## config.mk

```make
export PLATFORM = sky130hd
export DESIGN_NAME = tvm_linebuf_writer_flat
export DESIGN_NICKNAME = d
export VERILOG_FILES = /design/src/rtl/tvm_linebuf_writer_if.sv /design/src/rtl/tvm_linebuf_writer.sv /design/src/flat_wrapper.sv
export SDC_FILE = /design/constraint.sdc
export NUM_CORES = 1
export LEC_CHECK = 0
export BUFFER_PORTS_ARGS = -buffer_cell sky130_fd_sc_hd__buf_2
export CORE_MARGIN = 2
export CORE_UTILIZATION = 40
export CTS_CLUSTER_SIZE = 8
export DETAILED_ROUTE_END_ITERATION = 6
export PLACE_DENSITY_LB_ADDON = 0.15
export SETUP_SLACK_MARGIN = 0.15
export SYNTH_ARGS = -nofsm -noshare
export SYNTH_HDL_FRONTEND = slang
export SYNTH_SLANG_ARGS = --single-unit
```

## constraint.sdc

```tcl
create_clock -name clk -period 1.51 [get_ports clk]
set_input_delay 0.302 -clock clk [delete_from_list [all_inputs] [get_ports clk]]
set_output_delay 0.302 -clock clk [all_outputs]
set_load 0.05 [all_outputs]
```

## src/rtl/tvm_linebuf_writer_if.sv

```systemverilog
// Stream-in / buffer-write bundle for tvm_linebuf_writer.
// The master modport is the writer's view: it consumes the upstream pixel
// stream and drives the write port of tvm_buffer. The slave modport is the
// view of the surrounding logic (pixel source plus buffer write port).
interface tvm_linebuf_writer_if #(
    parameter int DATA_WIDTH    = 8,
    parameter int WR_ADDR_WIDTH = 1
);
    // Upstream raster pixel stream
    logic [DATA_WIDTH-1:0]    in_data;
    logic                     in_valid;
    logic                     in_last;
    logic                     in_ready;

    // Buffer write port
    logic [DATA_WIDTH-1:0]    write_data;
    logic                     write_valid;
    logic                     write_advance;
    logic [WR_ADDR_WIDTH-1:0] write_addr;
    logic                     write_ready;

    modport master (
        input  in_data,
        input  in_valid,
        input  in_last,
        output in_ready,
        output write_data,
        output write_valid,
        output write_advance,
        output write_addr,
        input  write_ready
    );

    modport slave (
        output in_data,
        output in_valid,
        output in_last,
        input  in_ready,
        input  write_data,
        input  write_valid,
        input  write_advance,
        input  write_addr,
        output write_ready
    );
endinterface

```

## src/rtl/tvm_linebuf_writer.sv

```systemverilog
// tvm_linebuf_writer: producer side of the line buffer. Accepts a raster
// pixel stream, forwards one pixel per beat to the buffer write port through
// a single holding register, tracks row/col and flags framing errors.
// Optional feature macro: TVM_LINEBUF_FLUSH_EN -- when defined, FLUSH_COUNT
// zero pixels are written after each frame so the reader can drain its final
// windows; when undefined the FLUSH state does not exist.
module tvm_linebuf_writer #(
    parameter int DATA_WIDTH    = 8,
    parameter int IMAGE_WIDTH   = 8,
    parameter int IMAGE_HEIGHT  = 8,
    parameter int COORD_WIDTH   = 4,
    parameter int WR_ADDR_WIDTH = 1,
    parameter int FLUSH_COUNT   = 11
) (
    input  logic                   clk,
    input  logic                   rst_n,
    tvm_linebuf_writer_if.master   bus,
    output logic [COORD_WIDTH-1:0] col,
    output logic [COORD_WIDTH-1:0] row,
    output logic                   frame_done,
    output logic                   err_framing
);

    localparam logic [COORD_WIDTH-1:0] COL_MAX = COORD_WIDTH'(IMAGE_WIDTH - 1);
    localparam logic [COORD_WIDTH-1:0] ROW_MAX = COORD_WIDTH'(IMAGE_HEIGHT - 1);

`ifdef TVM_LINEBUF_FLUSH_EN
    typedef enum logic {ST_STREAM, ST_FLUSH} state_t;

    // Zero-width counters are illegal, so keep at least one bit when flush is empty
    localparam int FLUSH_CW = (FLUSH_COUNT > 0) ? $clog2(FLUSH_COUNT + 1) : 1;

    logic [FLUSH_CW-1:0] flush_left;
    logic                flush_load;
`else
    typedef enum logic {ST_STREAM} state_t;

    // FLUSH_COUNT only matters when the flush tail is built in
    logic unused_flush;
    assign unused_flush = ^FLUSH_COUNT;
`endif

    state_t                state;
    logic [DATA_WIDTH-1:0] data_p1;
    logic                  vld_p1;
    logic                  last_p1;   // held word is the final write of a frame
    logic                  rdy_en;    // keeps in_ready low for the first cycle out of reset
    logic                  at_end;
    logic                  reg_free;
    logic                  in_ready_c;
    logic                  in_beat;
    logic                  out_beat;

    assign at_end     = (col == COL_MAX) && (row == ROW_MAX);
    assign reg_free   = !vld_p1 || bus.write_ready;
    assign in_ready_c = rdy_en && (state == ST_STREAM) && reg_free;
    assign in_beat    = bus.in_valid && in_ready_c;
    assign out_beat   = vld_p1 && bus.write_ready;

`ifdef TVM_LINEBUF_FLUSH_EN
    assign flush_load = (state == ST_FLUSH) && (flush_left != '0) && reg_free;
`endif

    assign bus.in_ready      = in_ready_c;
    assign bus.write_data    = data_p1;
    assign bus.write_valid   = vld_p1;
    assign bus.write_advance = vld_p1;
    assign bus.write_addr    = {WR_ADDR_WIDTH{1'b0}};

    // Holding register, raster counters, framing check and flush sequencing
    always_ff @(posedge clk) begin
        if (!rst_n) begin
            state       <= ST_STREAM;
            data_p1     <= '0;
            vld_p1      <= 1'b0;
            last_p1     <= 1'b0;
            rdy_en      <= 1'b0;
            col         <= '0;
            row         <= '0;
            frame_done  <= 1'b0;
            err_framing <= 1'b0;
`ifdef TVM_LINEBUF_FLUSH_EN
            flush_left  <= '0;
`endif
        end else begin
            rdy_en     <= 1'b1;
            frame_done <= out_beat && last_p1;

            if (in_beat) begin
                data_p1 <= bus.in_data;
                vld_p1  <= 1'b1;

                // Frame end follows the geometry; in_last only feeds the error flag
                if (bus.in_last != at_end) begin
                    err_framing <= 1'b1;
                end

                if (col == COL_MAX) begin
                    col <= '0;
                    row <= (row == ROW_MAX) ? '0 : row + 1'b1;
                end else begin
                    col <= col + 1'b1;
                end

`ifdef TVM_LINEBUF_FLUSH_EN
                if (at_end && (FLUSH_COUNT != 0)) begin
                    state      <= ST_FLUSH;
                    flush_left <= FLUSH_CW'(FLUSH_COUNT);
                    last_p1    <= 1'b0;
                end else begin
                    last_p1    <= at_end;
                end
`else
                last_p1 <= at_end;
`endif
            end
`ifdef TVM_LINEBUF_FLUSH_EN
            else if (flush_load) begin
                data_p1    <= '0;
                vld_p1     <= 1'b1;
                flush_left <= flush_left - 1'b1;
                last_p1    <= (flush_left == FLUSH_CW'(1));
            end
`endif
            else if (out_beat) begin
                vld_p1  <= 1'b0;
                last_p1 <= 1'b0;
            end

`ifdef TVM_LINEBUF_FLUSH_EN
            // Leave FLUSH once the last zero has actually been taken by the buffer
            if ((state == ST_FLUSH) && (flush_left == '0) && out_beat) begin
                state <= ST_STREAM;
            end
`endif
        end
    end

endmodule

```

## src/flat_wrapper.sv

```systemverilog
// flat-port wrapper written by rule: the top's interface ports become plain ports
module tvm_linebuf_writer_flat 
#(
    parameter int DATA_WIDTH    = 8,
    parameter int IMAGE_WIDTH   = 8,
    parameter int IMAGE_HEIGHT  = 8,
    parameter int COORD_WIDTH   = 4,
    parameter int WR_ADDR_WIDTH = 1,
    parameter int FLUSH_COUNT   = 11
)
  (clk, rst_n, col, row, frame_done, err_framing, bus_in_data, bus_in_valid, bus_in_last, bus_in_ready, bus_write_data, bus_write_valid, bus_write_advance, bus_write_addr, bus_write_ready);
  tvm_linebuf_writer_if #(.DATA_WIDTH(DATA_WIDTH), .WR_ADDR_WIDTH(WR_ADDR_WIDTH)) bus_i ();
  input  logic clk;
  input  logic rst_n;
  output logic [COORD_WIDTH-1:0] col;
  output logic [COORD_WIDTH-1:0] row;
  output logic frame_done;
  output logic err_framing;
  input wire logic [$bits(bus_i.in_data)-1:0] bus_in_data;
  input wire logic [$bits(bus_i.in_valid)-1:0] bus_in_valid;
  input wire logic [$bits(bus_i.in_last)-1:0] bus_in_last;
  output wire logic [$bits(bus_i.in_ready)-1:0] bus_in_ready;
  output wire logic [$bits(bus_i.write_data)-1:0] bus_write_data;
  output wire logic [$bits(bus_i.write_valid)-1:0] bus_write_valid;
  output wire logic [$bits(bus_i.write_advance)-1:0] bus_write_advance;
  output wire logic [$bits(bus_i.write_addr)-1:0] bus_write_addr;
  input wire logic [$bits(bus_i.write_ready)-1:0] bus_write_ready;
  assign bus_i.in_data = bus_in_data;
  assign bus_i.in_valid = bus_in_valid;
  assign bus_i.in_last = bus_in_last;
  assign bus_in_ready = bus_i.in_ready;
  assign bus_write_data = bus_i.write_data;
  assign bus_write_valid = bus_i.write_valid;
  assign bus_write_advance = bus_i.write_advance;
  assign bus_write_addr = bus_i.write_addr;
  assign bus_i.write_ready = bus_write_ready;
  tvm_linebuf_writer #(.DATA_WIDTH(DATA_WIDTH), .IMAGE_WIDTH(IMAGE_WIDTH), .IMAGE_HEIGHT(IMAGE_HEIGHT), .COORD_WIDTH(COORD_WIDTH), .WR_ADDR_WIDTH(WR_ADDR_WIDTH), .FLUSH_COUNT(FLUSH_COUNT)) u_core (.clk(clk), .rst_n(rst_n), .bus(bus_i), .col(col), .row(row), .frame_done(frame_done), .err_framing(err_framing));
endmodule
```

==> results.json <==
{
  "status": "finished clean",
  "worstPathMaxFanout": 4,
  "yosys_warnings": 0,
  "finalSetupViolCount": 0,
  "drc": 0,
  "critical_path_class": "register to output pin",
  "maxCapViolations": 0,
  "pre_cts_ws_ns": -0.0237,
  "crit_path_start_kind": "register",
  "synth-edff-count": 0,
  "fp.dieW_um": 51.6,
  "cts_root_buf": "clkbuf_4",
  "fp.dieH_um": 51.6,
  "max_clock_freq_ghz": 0.715,
  "p_per_area_nw_per_um2": 850,
  "p_leak_uw": 0.000512,
  "grt_usage_pct": 16.1,
  "end_kind": "output pin",
  "grt_max_degree": 26,
  "netlist_area_um2": 906,
  "regArea_um2": 437,
  "rows": 17,
  "final_util_pct": 55.7,
  "peakVddDrop_v": 0.000505,
  "skew_ns": 0.00335,
  "drive_above_1_share_pct": 41.4,
  "power_switching_uw": 297,
  "ys_seq_area_share_pct": 46.4,
  "maxSlewViolCount": 0,
  "ys_types": 31,
  "hold_path.class": "input port to register",
  "placed_cell_area_um2": 1110,
  "rsz0062_at_grt": "true",
  "dieArea_um2": 2660,
  "pwr-share-seq_pct": 56.3,
  "clock_path_buffers": 2,
  "io_buffer_count": 33,
  "grt_overflow": 0,
  "clock_sinks": 21,
  "hold_violations": 0,
  "cp_data_required_time_ns": 1.21,
  "fin_crit_ns": 1.40,
  "drtIter0Drc": 7,
  "via_count": 796,
  "wl_per_cell_um": 11.5,
  "antennaDiodeCount": 0,
  "p_sw_share_pct": 28.9,
  "dr.pass1.iters": 3,
  "syn_nets": 119,
  "clk_latency_ns": 0.29,
  "numCtsBuffers": 3,
  "grt_pass1_vias": 729,
  "core_area_um2": 2170,
  "final_nets": 156,
  "routabilityCongestion": 0.847,
  "area_growth_syn_to_layout_pct": 33.4,
  "antenna_found_initial": 0,
  "fill_cells": 214,
  "cts.clk_slew.worst_paths_ns": 0.12,
  "finalCritPeriodShare_pct": 92.6,
  "clkPwrFrac_pct": 26.0,
  "wirelength_um": 1930,
  "dp_hpwl_um": 1340,
  "worstHoldStart": "bus_in_data[7]",
  "synth-seq-cells": 21,
  "worstReg2RegStart": "u_core.col[1]",
  "grt_pass1_wl_um": 3190,
  "ys_async_sr_fraction_pct": 0,
  "cp_data_arrival_time_ns": 1.10,
  "total_power_uw": 1030,
  "startpoint": "u_core.bus.write_advance",
  "io_pins": 35,
  "multiInputGateArea_um2": 483,
  "cts_max_level": 1,
  "power.internal_uw": 730,
  "initial_core_util_pct": 41.8,
  "pwr-share-comb_pct": 17.8,
  "antenna_left": 0,
  "dp.cells": 161,
  "viasPerCell": 4.74,
  "synth_flop_cell": "dfxtp_1",
  "syn_area_per_cell_um2": 8.71,
  "synth_cells": 104,
  "setup_ws_ns": 0.112,
  "cts_hold_buf": 0,
  "cts_tree": "done",
  "final_area_um2": 1210,
  "finalNonFillerCells": 168
}
-- cells by family (layout without fill, tap and decap cells) --
logic type      count (synthesis)  count (layout)  synth area share (%)
other cells                     1               1                 0.414
simple gates                   51              51                  28.0
buf+inv                         8              44                  4.97
fa+ha+maj                       2               2                  2.76
flops                          21              21                  46.4
xor+xnor                        1               1                 0.967
compound gates                 17              17                  13.1
mux                             3               3                  3.32
-- timing repair --
item,4_1_cts,5_1_grt
endpoints found under the setup margin,15,19
resized for setup,7,6
buffers inserted,3,0
pin swaps,3,3
-- final timing paths --
path | to | slack [ns] | cells past startpoint
worst max-delay path | bus_in_ready | 0.11 | 3
worst min-delay path | u_core.bus.write_data[7] | 0.24 | 3
worst max register to register | u_core.last_p1 | 0.13 | 5
worst min register to register | u_core.frame_done | 0.43 | 2
-- worst max-delay path, cell delays in order, from the launching register on --
cell	delay [ns]
dfxtp_4	0.36
nor2b_4	0.13
nor2b_2	0.14
buf_6	0.17
-- layout by cell type (no fill, tap or decap), types with 2 or more instances in the layout --
cell,netlist,routed
dfxtp_1,21,14
nand2_1,27,26
mux2i_1,3,3
nand3_1,5,5
dfxtp_2,0,4
dfxtp_4,0,3
nor2_1,3,2
a21boi_0,10,10
nor2b_1,4,3
buf_2,0,29
o21ai_0,2,2
buf_4,2,6
clkbuf_4,0,6
-- sequential cells by signal, summed over array words and instances (netlist names) --
signal	flops
u_core.last_p1	1
u_core.rdy_en	1
u_core.row	4
u_core.frame_done	1
u_core.bus.write_data	8
u_core.col	4
u_core.bus.write_advance	1
u_core.err_framing	1
-- through the flow --
step | hold slack (ns) | TNS (ns)
finish | 0.244 | 0
global route | 0.239 | 0
CTS | 0.237 | 0
detailed placement | 0.420 | -0.0254
global placement | 0.415 | 0
floorplan | 0.330 | 0
-- cells in the mapped netlist, types with 2 or more instances --
cell      instances  area [um^2]
a21boi_0         10         75.1
buf_4             2         15.0
clkbuf_1          4         15.0
dfxtp_1          21          420
ha_1              2         25.0
mux2i_1           3         30.0
nand2_1          27          101
nand3_1           5         25.0
nor2_1            3         11.3
nor2b_1           4         25.0
nor3_1            2         10.0
o21ai_0           2         10.0
-- power by group through the flow --
stage / clock (uW) / sequential [uW] / combinational (uW)
floorplan: 0 / 646 / 69.8
global placement: 0 / 591 / 167
detailed placement: 0 / 592 / 168
CTS: 276 / 578 / 182
global route: 302 / 580 / 198
finish: 267 / 578 / 183
-- area by class of cell --
cell class / count / area share (%)
Clock buffer: 4 / 2.17
Multi-Input combinational cell: 75 / 40.0
Tap cell: 28 / 2.90
Inverter: 1 / 0.311
Timing Repair Buffer: 39 / 18.5
Sequential cell: 21 / 36.1
-- metal layers --
metal,global-route usage [%],share of wire (%),vias to the layer above
li1,-,-,418
met5,0,0,-
met1,19.0,44,354
met3,4.31,5.7,4
met2,26.1,48,20
met4,9.65,1.7,0
No activity file was read; power rests on OpenSTA's default activity.
